File: src/rtl/alu_ctrl_if.sv
// alu_ctrl_if: instruction-memory and ALU control signals between the controller and its datapath
interface alu_ctrl_if #(
    parameter int PC_W = 8
);
    logic [PC_W-1:0] imem_addr;
    logic            imem_rd;
    logic [7:0]      imem_data;
    logic [2:0]      alu_sel;
    logic [3:0]      reg_idx;
    logic            reg_we;
    logic            acc_we;
    logic            acc_src;
    logic [3:0]      imm;
    logic            z_in;
    logic            c_in;
    logic            halted;
    modport master (
        output imem_addr, imem_rd, alu_sel, reg_idx, reg_we, acc_we, acc_src, imm, halted,
        input  imem_data, z_in, c_in
    );
    modport slave (
        input  imem_addr, imem_rd, alu_sel, reg_idx, reg_we, acc_we, acc_src, imm, halted,
        output imem_data, z_in, c_in
    );
endinterface

File: src/rtl/alu_ctrl_unit.sv
// alu_ctrl_unit: multi-cycle fetch/decode/execute controller driving an 8-bit ALU
module alu_ctrl_unit #(
    parameter int PC_W = 8
) (
    input  logic       clk,
    input  logic       rst_n,
    alu_ctrl_if.master bus
);
    typedef enum logic [2:0] {FETCH, DECODE, EXEC, WB, OPND, OLATCH, HALT} state_t;
    state_t          state, next_state;
    logic [PC_W-1:0] pc;
    logic [7:0]      ir;
    logic [2:0]      alu_sel;
    logic            z_flag, c_flag;
    logic [3:0]      op, dop;
    logic            is_alu, taken;
    assign op      = ir[7:4];
    assign dop     = bus.imem_data[7:4];
    assign is_alu  = !ir[7];
    assign taken   = op == 4'h9 || (op == 4'hA && z_flag) || (op == 4'hB && c_flag);
    assign bus.alu_sel = rst_n ? alu_sel : 3'b000;

    // State register
    always_ff @(posedge clk) begin
        if (!rst_n) state <= FETCH;
        else state <= next_state;
    end

    // PC, instruction register, flags and the sticky ALU op select
    always_ff @(posedge clk) begin
        if (!rst_n) begin
            pc      <= '0;
            ir      <= '0;
            alu_sel <= 3'b000;
            z_flag  <= 1'b0;
            c_flag  <= 1'b0;
        end else begin
            if (state == DECODE) begin
                ir <= bus.imem_data;
                pc <= pc + PC_W'(1);
                if (!bus.imem_data[7]) alu_sel <= bus.imem_data[6:4];
            end
            if (state == EXEC && is_alu && ir[6:5] == 2'b00) c_flag <= bus.c_in;
            if (state == WB && is_alu) z_flag <= bus.z_in;
            if (state == OLATCH) pc <= taken ? bus.imem_data[PC_W-1:0] : pc + PC_W'(1);
        end
    end

    // Next-state decode and per-state strobes; all outputs are held low while reset is asserted
    always_comb begin
        next_state    = state;
        bus.imem_addr = '0;
        bus.imem_rd   = 1'b0;
        bus.reg_idx   = 4'h0;
        bus.reg_we    = 1'b0;
        bus.acc_we    = 1'b0;
        bus.acc_src   = 1'b0;
        bus.imm       = 4'h0;
        bus.halted    = 1'b0;
        case (state)
            FETCH: begin
                bus.imem_rd   = 1'b1;
                bus.imem_addr = pc;
                next_state    = DECODE;
            end
            DECODE: next_state = (!dop[3] || dop == 4'h8 || dop == 4'hC) ? EXEC
                               : (dop == 4'h9 || dop == 4'hA || dop == 4'hB) ? OPND
                               : (dop == 4'hF) ? HALT : FETCH;
            EXEC: begin
                bus.acc_we  = is_alu || op == 4'h8;
                bus.acc_src = op == 4'h8;
                bus.imm     = op == 4'h8 ? ir[3:0] : 4'h0;
                bus.reg_we  = op == 4'hC;
                bus.reg_idx = (is_alu || op == 4'hC) ? ir[3:0] : 4'h0;
                next_state  = WB;
            end
            WB: next_state = FETCH;
            OPND: begin
                bus.imem_rd   = 1'b1;
                bus.imem_addr = pc;
                next_state    = OLATCH;
            end
            OLATCH: next_state = FETCH;
            HALT: bus.halted = 1'b1;
            default: next_state = FETCH;
        endcase
        if (!rst_n) begin
            bus.imem_addr = '0;
            bus.imem_rd   = 1'b0;
            bus.reg_idx   = 4'h0;
            bus.reg_we    = 1'b0;
            bus.acc_we    = 1'b0;
            bus.acc_src   = 1'b0;
            bus.imm       = 4'h0;
            bus.halted    = 1'b0;
        end
    end
endmodule
File: src/flat_wrapper.sv
// flat-port wrapper written by rule: the top's interface ports become plain ports
module alu_ctrl_unit_flat 
#(
    parameter int PC_W = 8
)
  (clk, rst_n, bus_imem_addr, bus_imem_rd, bus_alu_sel, bus_reg_idx, bus_reg_we, bus_acc_we, bus_acc_src, bus_imm, bus_halted, bus_imem_data, bus_z_in, bus_c_in);
  alu_ctrl_if #(.PC_W(PC_W)) bus_i ();
  input  logic clk;
  input  logic rst_n;
  output wire logic [$bits(bus_i.imem_addr)-1:0] bus_imem_addr;
  output wire logic [$bits(bus_i.imem_rd)-1:0] bus_imem_rd;
  output wire logic [$bits(bus_i.alu_sel)-1:0] bus_alu_sel;
  output wire logic [$bits(bus_i.reg_idx)-1:0] bus_reg_idx;
  output wire logic [$bits(bus_i.reg_we)-1:0] bus_reg_we;
  output wire logic [$bits(bus_i.acc_we)-1:0] bus_acc_we;
  output wire logic [$bits(bus_i.acc_src)-1:0] bus_acc_src;
  output wire logic [$bits(bus_i.imm)-1:0] bus_imm;
  output wire logic [$bits(bus_i.halted)-1:0] bus_halted;
  input wire logic [$bits(bus_i.imem_data)-1:0] bus_imem_data;
  input wire logic [$bits(bus_i.z_in)-1:0] bus_z_in;
  input wire logic [$bits(bus_i.c_in)-1:0] bus_c_in;
  assign bus_imem_addr = bus_i.imem_addr;
  assign bus_imem_rd = bus_i.imem_rd;
  assign bus_alu_sel = bus_i.alu_sel;
  assign bus_reg_idx = bus_i.reg_idx;
  assign bus_reg_we = bus_i.reg_we;
  assign bus_acc_we = bus_i.acc_we;
  assign bus_acc_src = bus_i.acc_src;
  assign bus_imm = bus_i.imm;
  assign bus_halted = bus_i.halted;
  assign bus_i.imem_data = bus_imem_data;
  assign bus_i.z_in = bus_z_in;
  assign bus_i.c_in = bus_c_in;
  alu_ctrl_unit #(.PC_W(PC_W)) u_core (.clk(clk), .rst_n(rst_n), .bus(bus_i));
endmodule
File: config.mk
export PLATFORM = sky130hd
export DESIGN_NAME = alu_ctrl_unit_flat
export DESIGN_NICKNAME = d
export VERILOG_FILES = /design/src/rtl/alu_ctrl_if.sv /design/src/rtl/alu_ctrl_unit.sv /design/src/flat_wrapper.sv
export SDC_FILE = /design/constraint.sdc
export NUM_CORES = 1
export LEC_CHECK = 0
export CELL_PAD_IN_SITES_DETAIL_PLACEMENT = 2
export CELL_PAD_IN_SITES_GLOBAL_PLACEMENT = 2
export CORE_MARGIN = 4
export CORE_UTILIZATION = 30
export CTS_BUF_LIST = sky130_fd_sc_hd__clkbuf_4
export DETAILED_ROUTE_END_ITERATION = 8
export PLACE_DENSITY_LB_ADDON = 0.1
export SYNTH_ARGS = -nofsm -noshare
export SYNTH_HDL_FRONTEND = slang
export SYNTH_SLANG_ARGS = --single-unit
File: constraint.sdc
create_clock -name clk -period 5.1 [get_ports clk]
set_clock_uncertainty 0.2 [all_clocks]
set_input_delay 1.275 -clock clk [delete_from_list [all_inputs] [get_ports clk]]
set_output_delay 1.275 -clock clk [all_outputs]
set_load 0.1 [all_outputs]
* Word level (Yosys, flattened, before mapping)
Cells that the tools add are included.
** Word-level totals
- Flip-flop bits (word level) :: 24
- Bits in latches :: 0
- RAM bits :: 0
- Bits in read-only memories :: 0
- Input bits :: 12
- Output and inout port bits :: 24
- Word-level logic and storage cells :: 71
- Memories :: 0
** Cells by class
- Add/subtract/negate cells :: 1
- Multipliers :: 0
- Divide/modulo/power cells :: 0
- $lt $le $gt $ge :: 0
- Equality and inequality tests :: 17
- Shift operators :: 0
- Multiplexer cells :: 26
- Bitwise gates (word level) :: 1
- Reductions and logical operators :: 20
** Operators by type and width (number)
- $eq 4x4->1 const B :: 11
- $mux 8 :: 5
- $mux 4 :: 6
- $pmux 3 s5 :: 1
- $mux 3 :: 4
- $mux 1 :: 10
- $eq 3x3->1 const B :: 3
- $add 8x1->8 const B :: 1
- $logic_or 1x1->1 :: 8
- $eq 3x2->1 const B :: 2
- $logic_and 1x1->1 :: 5
- $eq 3x1->1 const B :: 1
- $logic_not 3->1 :: 1
- $logic_not 1->1 :: 2
- $logic_not 2->1 :: 1
- $reduce_and 2->1 :: 1
- $reduce_bool 2->1 :: 1
- $reduce_or 2->1 :: 1
- $not 1->1 :: 1

* Longest topological paths before layout
- Word-level depth :: 6
- Mapped depth :: 5
- Gate-level depth less buffers :: 5

* Least setup slack after synthesis
Ideal clock, no wire load.
- Kind :: input to output
- Start point :: input rst_n
- End point :: output bus_acc_we
- Arrival time :: 4.133 ns
- Data required time :: 3.625 ns
- Path slack :: -0.508 ns
- Stages on the path :: 3
- Buffers on the path :: 0
- Cells stage by stage :: nand4_1 nor4_2 o21bai_1
** Between the ends
- Word-level cells in the longest chain between the ends :: 1
** RTL lines
- from (decl) :: line flat_wrapper.sv:9 : input logic rst_n;
- $mux 1 :: line alu_ctrl_unit.sv:87 : if (!rst_n) begin
- to (decl) :: line flat_wrapper.sv:15 : output wire logic [$bits(bus_i.acc_we)-1:0] bus_acc_we;
Every way passes these cells.

* Worst setup path in the final report
Same ends and word-level chain as after synthesis.

==> metrics.txt <==
Final min period roughly 4300 ps; fmax approximately 0.23 GHz; Ys Warns 0; Synth area leaders dfxtp_1 (36%), and2_1 (9.5%), o21ai_0 (5.3%); Post-CTS Resized 0; Power Density 194 nW/µm²; post-route DRC violation count 0; WL per Instance 16.2 µm; syn nets 173; Worst Min Path Start u_core.ir[2]$_SDFFE_PN0P_; Synth Area per Inst about 8.3 µm²; maximum resistive drop on vdd roughly 0.00011 V; core area between 4000 and 5000 µm²; design area approximately 2000 µm²; die height between 70 and 80 µm; Critical Path End Type primary output; worst setup path startpoint rst_n; Crit Path Category primary input to primary output; Worst-path clk slew about 130 ps; Primary FF master, synth dfxtp_1; mapped cell area around 1300 µm²; Final Hold Fails 0; RSZ-0062 raised after global routing no; status finished clean; DR WL met2 roughly 1900 µm; # rows 23; layout net count around 210; asr flop ratio synth 0%; Clock Sinks 24; Via Count around 1.3k; Post-CTS Repair Setup Buffers 0; Post-DP Area 1930 µm²; number of diodes 0; Cell Chain, Critical Path clkdlybuf4s50_1 > nand4_1 > nor4_4 > o21bai_1 > buf_12; root buf cell clkbuf_4; Initial Util a little under a third; GRT Total Usage 16.1%; Slew Viols, Final 0; most area-hungry cell type in the Yosys netlist dfxtp_1; worst path bufs/invs 2; Die ar. 5530 µm²; pin count of the biggest net entering global routing 25; CTS tree yes; Post-Route M1 WL approximately 1800 µm; CP delay by family, top buffers and inverters; Yosys top cell area share about 36%; drt initial violations 24; Rel. slew slack 60.6%; H-tree depth 1; worst hold path type register to register; Detailed Route WL 3930 µm; Die Wd 74.4 µm; post-synthesis cell type count 35; critical-path maximum fanout 8; met3 routed wirelength around 160 µm; Seq/Total Area, Yosys a little over a third; post-synthesis register bit count 24; top cells by count, synth dfxtp_1 (24), and2_1 (20), nand2_1 (15); antenna violations before repair 0; worst skew pair latency around 320 ps; Max-cap violations 0; Final Util between 40% and 50%; input/output buffers 35; Top Ports 36; highest routed layer met4; drt first pass iters 3; WP data required roughly 3600 ps; CTS Buf Count 3; vias in the first global route about 1.5k; synthesized instance count between 150 and 200; vias per cell 5.22; Placer Congestion ~0.74; Detail Route Antenna Nets 0; EDFF count, synth 0; CTS Hold Bufs 0; Final setup viols 0; Worst Tran Pin Value roughly 590 ps; GRT overflow 0; Slowest-stage cell, CP clkdlybuf4s50_1; fraction of layout cells with a size suffix above 1 between 15 and 20%; CP peak stage delay roughly 610 ps; Bufs on Longest Clock Path 2; Setup TNS 0 ps; detailed placement HPWL approximately 3100 µm; post-route non-filler standard cell count roughly 240; period utilisation layout 85.2%; Worst EP arrival between 2000 and 3000 ps; placed insts 239; first-pass GRT wire length ~7000 µm; Critical Path Start Type primary input; synthesis-to-finish area growth 48.0%; worst r2r src u_core.state[2]$_SDFFE_PN0P_; Leakage 0.000739 µW; count leader, synth dfxtp_1
## worst register-to-register path: cells and delay by family, from the launching register on
kind	cells	cell delay (ps)
AND/OR/NAND/NOR	3	1200
AO/OA/AOI/OAI	1	290
flip-flops	1	660
## area by class of cell
type | count | area (µm²)
Fill cell | 447 | 2190
Multi-Input combinational cell | 126 | 816
Timing Repair Buffer | 36 | 561
Sequential cell | 24 | 480
Tap cell | 50 | 62.6
Clock buffer | 3 | 22.5
Inverter | 3 | 11.3
Clock inverter | 1 | 3.75
## metrics by stage
step / worst slack, ps / power, µW / hold slack, ps
finish: 753 / 379 / 311
global route: 591 / 404 / 369
detailed placement: 736 / 296 / 307
global placement: 805 / 292 / 281
floorplan: 213 / 261 / 261
CTS: 731 / 387 / 327
## placed cells by master (no fill, tap or decap), drive strengths merged, types with 4 or more instances in the layout
master	count
buf	25
dfxtp	24
and2	20
nand2	15
o21ai	14
clkdlybuf4s50	11
nor2b	9
a21boi	9
nand4	7
a21oi	6
mux2i	6
nor2	6
xor2	4
## registers in the layout, indices dropped and copies added (netlist names)
register	cells
u_core.state	3
u_core.ir	8
u_core.alu_sel	3
u_core.pc	8
u_core.c_flag	1
u_core.z_flag	1
## worst paths after layout
check,to,slack [ps],depth (start not counted)
worst max-delay path,bus_acc_we,750,5
worst min-delay path,u_core.ir[2]$_SDFFE_PN0P_,310,2
worst max register to register,u_core.pc[7]$_SDFFE_PN0P_,2660,4
worst min register to register,u_core.ir[2]$_SDFFE_PN0P_,310,2
## metal layers
layer	global-route usage, %	vias up
li1	-	631
met1	19.6	605
met2	28.8	27
met3	3.51	5
met4	3.56	0
met5	0	-
## report_power, final
part           total, µW  internal, µW  switching [µW]
Sequential           209           196            12.4
Combinational       81.7          31.9            49.8
Clock               88.8          28.7            60.1
Total                379           257             122
## cells by family (layout without fill, tap and decap cells)
family                   after synthesis  in the layout  share of synthesized area, %
XOR/XNOR                               4              4                          2.65
multiplexers                           6              6                          4.54
AND/OR/NAND/NOR                       77             77                          34.2
flip-flops                            24             24                          36.3
AO/OA/AOI/OAI                         37             37                          17.7
adder cells (fa/ha/maj)                2              2                          1.70
buffers and inverters                 10             43                          2.84
Power figures use the tool's default switching activity.
